[config.mk]
export PLATFORM = sky130hd
export DESIGN_NAME = alu_seq
export DESIGN_NICKNAME = d
export VERILOG_FILES = /design/src/rtl/alu_seq.sv
export SDC_FILE = /design/constraint.sdc
export NUM_CORES = 1
export LEC_CHECK = 0
export BUFFER_PORTS_ARGS = -buffer_cell sky130_fd_sc_hd__buf_2
export CORE_ASPECT_RATIO = 0.5
export CORE_MARGIN = 1
export CORE_UTILIZATION = 50
export DETAILED_ROUTE_END_ITERATION = 16
export GPL_TIMING_DRIVEN = 0
export PLACE_DENSITY = 0.67
export SYNTH_ARGS = -nofsm -noshare
export SYNTH_HDL_FRONTEND = slang
export SYNTH_SLANG_ARGS = --single-unit
export TNS_END_PERCENT = 20
[constraint.sdc]
create_clock -name clk -period 8.65 [get_ports clk]
set_clock_uncertainty 0.2 [all_clocks]
set_input_delay 1.2975 -clock clk [delete_from_list [all_inputs] [get_ports clk]]
set_output_delay 1.2975 -clock clk [all_outputs]
set_load 0.01 [all_outputs]
[src/rtl/alu_seq.sv]
// alu_seq: handshaked ALU with iterative multiply/divide.
// Single-cycle ops land in the output register on the accepting edge.
// MUL (shift-add) and DIV/MOD (restoring) take WIDTH iteration cycles.
module alu_seq #(
   parameter int unsigned WIDTH = 8
) (
   input  logic             clk,
   input  logic             rst_n,
   input  logic             in_valid,
   output logic             in_ready,
   input  logic [WIDTH-1:0] op1,
   input  logic [WIDTH-1:0] op2,
   input  logic [3:0]       operation,
   output logic             out_valid,
   input  logic             out_ready,
   output logic [WIDTH-1:0] result,
   output logic             carry_out,
   output logic             zero_out,
   output logic             div_zero,
   output logic             illegal
);

   localparam int unsigned    CW   = $clog2(WIDTH);
   localparam logic [CW-1:0]  LAST = CW'(WIDTH - 1);

   typedef enum logic [1:0] {IDLE, MUL_IT, DIV_IT, DONE} state_t;

   typedef enum logic [3:0] {
      OP_ADD = 4'h0, OP_SUB = 4'h1, OP_MUL = 4'h2, OP_DIV = 4'h3,
      OP_AND = 4'h4, OP_OR  = 4'h5, OP_XOR = 4'h6, OP_SFT = 4'h7,
      OP_EQU = 4'h8, OP_NEQ = 4'h9, OP_GTH = 4'hA, OP_LTH = 4'hB,
      OP_MOD = 4'hC
   } op_t;

   state_t             state, state_nxt;
   logic               ready_en;
   logic               accept, go_mul, go_div;
   logic [CW-1:0]      cnt;

   // iteration datapath
   logic [2*WIDTH-1:0] acc, acc_nxt;
   logic [WIDTH:0]     mul_sum;
   logic [WIDTH-1:0]   mcand;
   logic [WIDTH-1:0]   quo, rem, dvsr, quo_nxt, rem_nxt;
   logic [WIDTH:0]     shl, diff;
   logic               is_mod;

   // single-cycle results
   logic [WIDTH-1:0]   sc_res, sft_tmp;
   logic [WIDTH:0]     sum;
   logic               sc_carry, sc_dz, sc_ill;

   // output registers
   logic [WIDTH-1:0]   res_q;
   logic               carry_q, zero_q, dz_q, ill_q;

   assign result    = res_q;
   assign carry_out = carry_q;
   assign zero_out  = zero_q;
   assign div_zero  = dz_q;
   assign illegal   = ill_q;

   // State register
   always_ff @(posedge clk or negedge rst_n) begin
      if (!rst_n) state <= IDLE;
      else        state <= state_nxt;
   end

   // Handshake decode and next-state selection
   always_comb begin
      state_nxt = state;
      in_ready  = 1'b0;
      out_valid = 1'b0;
      case (state)
         IDLE: in_ready = ready_en;
         DONE: begin
            out_valid = 1'b1;
            in_ready  = ready_en & out_ready;
         end
         default: ;
      endcase
      accept = in_valid & in_ready;
      go_mul = accept & (operation == OP_MUL);
      go_div = accept & ((operation == OP_DIV) | (operation == OP_MOD)) & (op2 != '0);
      case (state)
         IDLE: begin
            if (accept) state_nxt = go_mul ? MUL_IT : (go_div ? DIV_IT : DONE);
         end
         MUL_IT, DIV_IT: begin
            if (cnt == LAST) state_nxt = DONE;
         end
         DONE: begin
            if (out_ready) begin
               if (accept) state_nxt = go_mul ? MUL_IT : (go_div ? DIV_IT : DONE);
               else        state_nxt = IDLE;
            end
         end
         default: state_nxt = IDLE;
      endcase
   end

   // Results for every op that completes on the accepting edge
   always_comb begin
      sc_res   = '0;
      sc_carry = 1'b0;
      sc_dz    = 1'b0;
      sc_ill   = 1'b0;
      sft_tmp  = '0;
      sum      = {1'b0, op1} + {1'b0, op2};
      case (operation)
         OP_ADD: begin
            sc_res   = sum[WIDTH-1:0];
            sc_carry = sum[WIDTH];
         end
         OP_SUB: begin
            sc_res   = op1 - op2;
            sc_carry = (op1 < op2);
         end
         OP_MUL: ;
         OP_DIV, OP_MOD: sc_dz = (op2 == '0);
         OP_AND: sc_res = op1 & op2;
         OP_OR:  sc_res = op1 | op2;
         OP_XOR: sc_res = op1 ^ op2;
         OP_SFT: begin
            sft_tmp = op1 >> op2[3:0];
            sc_res  = sft_tmp << op2[7:4];
         end
         OP_EQU: sc_res[0] = (op1 == op2);
         OP_NEQ: sc_res[0] = (op1 != op2);
         OP_GTH: sc_res[0] = (op1 > op2);
         OP_LTH: sc_res[0] = (op1 < op2);
         default: sc_ill = 1'b1;
      endcase
   end

   // One shift-add step and one restoring-divide step
   always_comb begin
      mul_sum = {1'b0, acc[2*WIDTH-1:WIDTH]} + (acc[0] ? {1'b0, mcand} : '0);
      acc_nxt = {mul_sum, acc[WIDTH-1:1]};
      shl     = {rem, quo[WIDTH-1]};
      diff    = shl - {1'b0, dvsr};
      rem_nxt = diff[WIDTH] ? shl[WIDTH-1:0] : diff[WIDTH-1:0];
      quo_nxt = {quo[WIDTH-2:0], ~diff[WIDTH]};
   end

   // Operand capture, iteration registers and output register
   always_ff @(posedge clk or negedge rst_n) begin
      if (!rst_n) begin
         ready_en <= 1'b0;
         cnt      <= '0;
         acc      <= '0;
         mcand    <= '0;
         quo      <= '0;
         rem      <= '0;
         dvsr     <= '0;
         is_mod   <= 1'b0;
         res_q    <= '0;
         carry_q  <= 1'b0;
         zero_q   <= 1'b0;
         dz_q     <= 1'b0;
         ill_q    <= 1'b0;
      end else begin
         ready_en <= 1'b1;
         if (go_mul) begin
            acc   <= {{WIDTH{1'b0}}, op1};
            mcand <= op2;
            cnt   <= '0;
         end else if (go_div) begin
            quo    <= op1;
            rem    <= '0;
            dvsr   <= op2;
            is_mod <= (operation == OP_MOD);
            cnt    <= '0;
         end else if (accept) begin
            res_q   <= sc_res;
            carry_q <= sc_carry;
            zero_q  <= (sc_res == '0);
            dz_q    <= sc_dz;
            ill_q   <= sc_ill;
         end else if (state == MUL_IT) begin
            acc <= acc_nxt;
            cnt <= cnt + 1'b1;
            if (cnt == LAST) begin
               res_q   <= acc_nxt[WIDTH-1:0];
               carry_q <= |acc_nxt[2*WIDTH-1:WIDTH];
               zero_q  <= (acc_nxt[WIDTH-1:0] == '0);
               dz_q    <= 1'b0;
               ill_q   <= 1'b0;
            end
         end else if (state == DIV_IT) begin
            quo <= quo_nxt;
            rem <= rem_nxt;
            cnt <= cnt + 1'b1;
            if (cnt == LAST) begin
               res_q   <= is_mod ? rem_nxt : quo_nxt;
               carry_q <= 1'b0;
               zero_q  <= ((is_mod ? rem_nxt : quo_nxt) == '0);
               dz_q    <= 1'b0;
               ill_q   <= 1'b0;
            end
         end
      end
   end

endmodule

# Yosys cells after proc, flatten, opt, wreduce, memory -nomap -nowiden

Cells that the tools add are included.

Bits in latches: 0
Flip-flop bits (word level): 67
Bits in read-only memories: 0
Bits of input ports: 24
Memories kept: 0
Output and inout port bits: 14
Word-level logic and storage cells: 142
Memory bits (writable): 0

Multiply operators: 0
Div/mod/pow operators: 0
Multiplexer cells: 57
Order comparisons: 2
Shift operators: 2
Equality and inequality tests: 28
Bitwise logic cells: 12
Reductions and logical operators: 22
Add/subtract/negate cells: 5

Operator list:

| operator           | number |
|---|---|
| $mux 8             | 16 |
| $mux 16            | 4 |
| $pmux 7 s6         | 1 |
| $logic_not 8->1    | 4 |
| $mux 1             | 22 |
| $eq 4x4->1 const B | 5 |
| $add 8x8->9        | 2 |
| $eq 4x3->1 const B | 4 |
| $mux 3             | 5 |
| $reduce_or 13->1   | 1 |
| $mux 2             | 5 |
| $ne 2x2->1 const B | 5 |
| $pmux 1 s10        | 1 |
| $reduce_and 3->1   | 3 |
| $sub 9x8->9        | 1 |
| $and 8x8->8        | 1 |
| $eq 4x2->1 const B | 2 |
| $eq 8x8->1         | 1 |
| $gt 8x8->1         | 1 |
| $lt 8x8->1         | 1 |
| $ne 8x8->1         | 1 |
| $or 8x8->8         | 1 |
| $reduce_bool 8->1  | 1 |
| $reduce_or 8->1    | 1 |
| 26 further kinds   | 39 |

# Longest topological paths before layout

Depth after elaboration: 10
Depth in mapped cells: 14
Depth with buffers taken out: 12

# Least setup slack after synthesis

Ideal clock, no wire load.

Kind: input to register
Start: in op2[1]
End: reg zero_q (netlist: zero_out)
Cell stages on the path: 12
Path slack: 4.458 ns
Setup time: 0.086 ns
Required time: 8.364 ns
Buffers on the path: 2
Arrival time: 3.906 ns
Cells stage by stage: buf_6 -> buf_6 -> inv_1 -> ha_1 -> o21ba_2 -> or4_1 -> a21oi_1 -> nor4b_1 -> or4b_4 -> nor4_2 -> nand4_1 -> a32oi_1

Cells in the longest elaborated chain, start to end: 5

RTL lines:

| what                                      | line | source |
|---|---|---|
| start, declared                           | 12   | `input logic [WIDTH-1:0] op2,` |
| $shr 8x4->8                               | 125  | `sft_tmp = op1 >> op2[3:0];` |
| $shl 8x4->8                               | 126  | `sc_res = sft_tmp << op2[7:4];` |
| $pmux 1 s10 or $pmux 7 s6 (tied branches) | 110  | `case (operation)` |
| $logic_not 8->1                           | 177  | `zero_q <= (sc_res == '0);` |
| $mux 1                                    | 174  | `end else if (accept) begin` |
| end signal, assigned                      | 177  |  |
| end signal, assigned                      | 186  | `zero_q <= (acc_nxt[WIDTH-1:0] == '0);` |
| end signal, assigned                      | 197  | `zero_q <= ((is_mod ? rem_nxt : quo_nxt) == '0);` |
| end, declared                             | 55   | `logic carry_q, zero_q, dz_q, ill_q;` |

Several ways; a longest one is shown, not always the timed one.
A chain may end at the register's enable or synchronous reset.

# Worst setup path in the final report

Ends and elaborated chain as after synthesis.

==> insert_results.sql <==
INSERT INTO impl_metrics (metric_group, metric, value, unit) VALUES
('global_route', 'grt_pass1_wl', '29870', 'um'),
('power', 'total_leakage_power', '3.138', 'nW'),
('cells_and_area', 'finish.cell_count_without_fillers', '955', ''),
('global_route', 'grt-busiest-layer', 'met2', ''),
('clocking', 'ctsHtreeMaxLevel', '3', ''),
('cells_and_area', 'layout.nets', '863', ''),
('detailed_routing', 'avg_vias_per_cell', '6.126', ''),
('timing', 'final-hold-violation-count', '0', ''),
('yosys', 'synth.top_cells.by_area', 'dfrtp_1 (28%), ha_1 (10%), nand2_1 (6.7%)', ''),
('yosys', 'number_of_flops_mapped_to_enable_cells_by_yosys', '0', ''),
('detailed_routing', 'drt-pass1-iter-count', '5', ''),
('placed_design', 'dp_hpwl', '14260', 'um'),
('placed_design', 'portBuffers', '36', ''),
('clocking', 'clock_buffers_created_by_tritoncts', '9', ''),
('floorplanning', 'core-area', '0.01184', 'mm2'),
('cells_and_area', 'mostFrequentLayoutCell', 'nand2_1', ''),
('global_route', 'first_global_vias', '5524', ''),
('worst_setup_path', 'worst-setup-path-type', 'input pin to register', ''),
('global_route', 'largest_net_degree_at_the_start_of_global_routing', '68', ''),
('timing', 'finalCritPeriodShare', '52.55', '%'),
('timing', 'rsz0062_at_grt', 'no', ''),
('cells_and_area', 'antenna-diode-count', '0', ''),
('worst_setup_path', 'cp-end-kind', 'register', ''),
('floorplanning', 'floorplan.rows', '28', ''),
('clocking', 'cts.root.buffer_cell', 'clkbuf_16', ''),
('global_route', 'grt-ovfl-total', '0', ''),
('run_status', 'outcome', 'finished clean', ''),
('clocking', 'clock-sinks', '67', ''),
('power', 'vdd_ir_drop_max', '0.1541', 'mV'),
('timing', 'actual_slew_at_the_worst_max_slew_pin', '0.9108', 'ns'),
('detailed_routing', 'antenna_violating_nets_post_route', '0', ''),
('yosys', 'synth_cells', '738', ''),
('yosys', 'syn-mean-instance-area', '8.240', 'um2'),
('clocking', 'post-cts-setup-buffer-count', '0', ''),
('yosys', 'synth-async-reset-ratio', '100.0', '%'),
('global_route', 'use_met1', '43.60', '%'),
('yosys', 'dominantRegCellSynth', 'dfrtp_1', ''),
('worst_setup_path', 'critPathLaunchType', 'input pin', ''),
('yosys', 'synth.lib_cells_used.distinct', '82', ''),
('global_route', 'grt_antenna_before_repair', '0', ''),
('floorplanning', 'design.die.area', '0.01263', 'mm2'),
('floorplanning', 'initial_core_util', '51.35', '%'),
('timing', 'finalWorstPathRequiredPeriod', '4.545', 'ns'),
('cells_and_area', 'fin_util', '57.41', '%'),
('worst_setup_path', 'crit_required', '8.70', 'ns'),
('clocking', 'cts_max_path_buffers', '2', ''),
('cells_and_area', 'area.growth.synth_to_final', '11.79', '%'),
('clocking', 'post_cts.resized_instances', '0', ''),
('global_route', 'grtUsageTotal', '31.66', '%'),
('job', 'cap_viol_max_count', '0', ''),
('detailed_routing', 'dr_total_vias', '5850', ''),
('timing', 'final_slew_viol_count', '0', ''),
('placed_design', 'place_area', '0.006470', 'mm2'),
('timing', 'setup_tns', '0', 'ns'),
('cells_and_area', 'design_area', '0.006798', 'mm2'),
('yosys', 'syn_area', '0.006081', 'mm2'),
('placed_design', 'place_inst', '939', ''),
('power', 'totalPowerFinal', '0.001899', 'W'),
('timing', 'fmax', '220.0', 'MHz'),
('placed_design', 'gp_routability_congestion', '0.9941', ''),
('timing', 'setup_viol', '0', ''),
('worst_setup_path', 'arrival', '4.59', 'ns'),
('clocking', 'clkLatencyLatePin', '0.33', 'ns'),
('floorplanning', 'chipHeight', '79.98', 'um'),
('clocking', 'cts_hold_buffers', '0', ''),
('power', 'power_density', '279.4', 'mW/mm2'),
('yosys', 'synth_seq_cells', '67', ''),
('detailed_routing', 'totalWireLength', '19200', 'um'),
('cells_and_area', 'final_cell_mix', 'nand2_1 (109), dfrtp_1 (67), ha_1 (50)', ''),
('worst_hold_path', 'hold_path.class', 'register to register', ''),
('floorplanning', 'num_io_pins', '38', '');
==> critical path, cell delays in order <==
cell     delay [ns]
buf_2          0.13
buf_6          0.13
buf_6          0.13
inv_1          0.34
ha_1           0.37
o21ba_2        0.25
or4_1          0.46
a21oi_1        0.28
nor4b_1        0.11
or4b_4         0.53
nor4_2         0.21
nand4_1        0.13
a32oi_1        0.21
==> cell usage after synthesis (5+ instances only) <==
library cell	count
a2111oi_0	7
a211oi_1	10
a21o_1	6
a21oi_1	36
a22o_1	8
a31oi_1	22
and2_1	12
and3_1	11
buf_6	8
clkbuf_1	30
dfrtp_1	67
ha_1	50
inv_1	44
mux2_2	7
mux2i_1	17
nand2_1	109
nand2b_1	10
nand3_1	13
nand4_1	7
nor2_1	49
nor2b_1	9
nor3_1	15
nor3b_1	5
nor4_1	7
o211ai_1	5
o21ai_0	49
o21bai_1	5
o31ai_1	9
or4_1	5
xnor2_1	14
==> logic make-up after synthesis <==
kind of cell | count (synthesis) | share of synthesized area, %
xor gates and xnor gates | 17 | 2.449
buffers and inverters | 92 | 7.243
AOI/OAI and AO/OA | 204 | 23.02
other | 1 | 0.06167
and+or+nand+nor | 274 | 22.10
adders and majority gates | 54 | 11.60
muxes | 29 | 5.946
DFF | 67 | 27.57
==> state kept, by name (all words and copies together), names as in the netlist <==
register,cells
mcand,8
quo,8
div_zero,1
state,2
rem,8
acc,16
cnt,3
illegal,1
result,8
ready_en,1
dvsr,8
is_mod,1
zero_out,1
carry_out,1
==> power breakdown <==
part | internal (W) | leakage, nW | total [W] | switching (W)
registers | 0.000430 | 0.864 | 0.000524 | 0.0000939
clock network | 0.000260 | 0.155 | 0.000400 | 0.000140
logic | 0.000389 | 2.12 | 0.000975 | 0.000586
total | 0.00108 | 3.14 | 0.00190 | 0.000819
==> final timing paths <==
kind | from | endpoint | slack, ns | cells past startpoint
worst max register to register | quo[7]$_DFFE_PN0P_ | result[5]$_DFFE_PN0P_ | 5.00 | 12
min in group asynchronous | rst_n | dvsr[4]$_DFFE_PN0P_ | 0.88 | 1
worst min-delay path | mcand[0]$_DFFE_PN0P_ | mcand[0]$_DFFE_PN0P_ | 0.27 | 2
max in group asynchronous | rst_n | mcand[6]$_DFFE_PN0P_ | 6.82 | 1
worst min register to register | mcand[0]$_DFFE_PN0P_ | mcand[0]$_DFFE_PN0P_ | 0.27 | 2
worst max-delay path | op2[1] | zero_out$_DFFE_PN0P_ | 4.10 | 13
==> metal layers <==
layer,vias to the layer above,part of all wire [%]
li1,2758,-
met1,2808,46
met2,248,43
met3,36,9.0
met4,0,2.0
met5,-,0
==> area by class of cell <==
| cell class | count | area, um2 |
|---|---|---|
| Timing Repair Buffer | 36 | 182.7 |
| Multi-Input combinational cell | 579 | 3964 |
| Clock buffer | 10 | 239.0 |
| Clock inverter | 6 | 88.84 |
| Fill cell | 1153 | 5044 |
| Inverter | 46 | 172.7 |
| Buffer | 46 | 267.8 |
| Sequential cell | 67 | 1677 |
| Tap cell | 165 | 206.4 |
==> metrics by stage <==
step | hold slack [ns] | worst slack [ns]
after floorplan | 0.2418 | 4.458
after global placement | 0.2555 | 3.829
after detailed placement | 0.2603 | 3.816
after CTS | 0.2751 | 4.157
after global routing | 0.3082 | 3.955
final | 0.2708 | 4.105
Note: power is estimated with default switching activity, not from simulation.
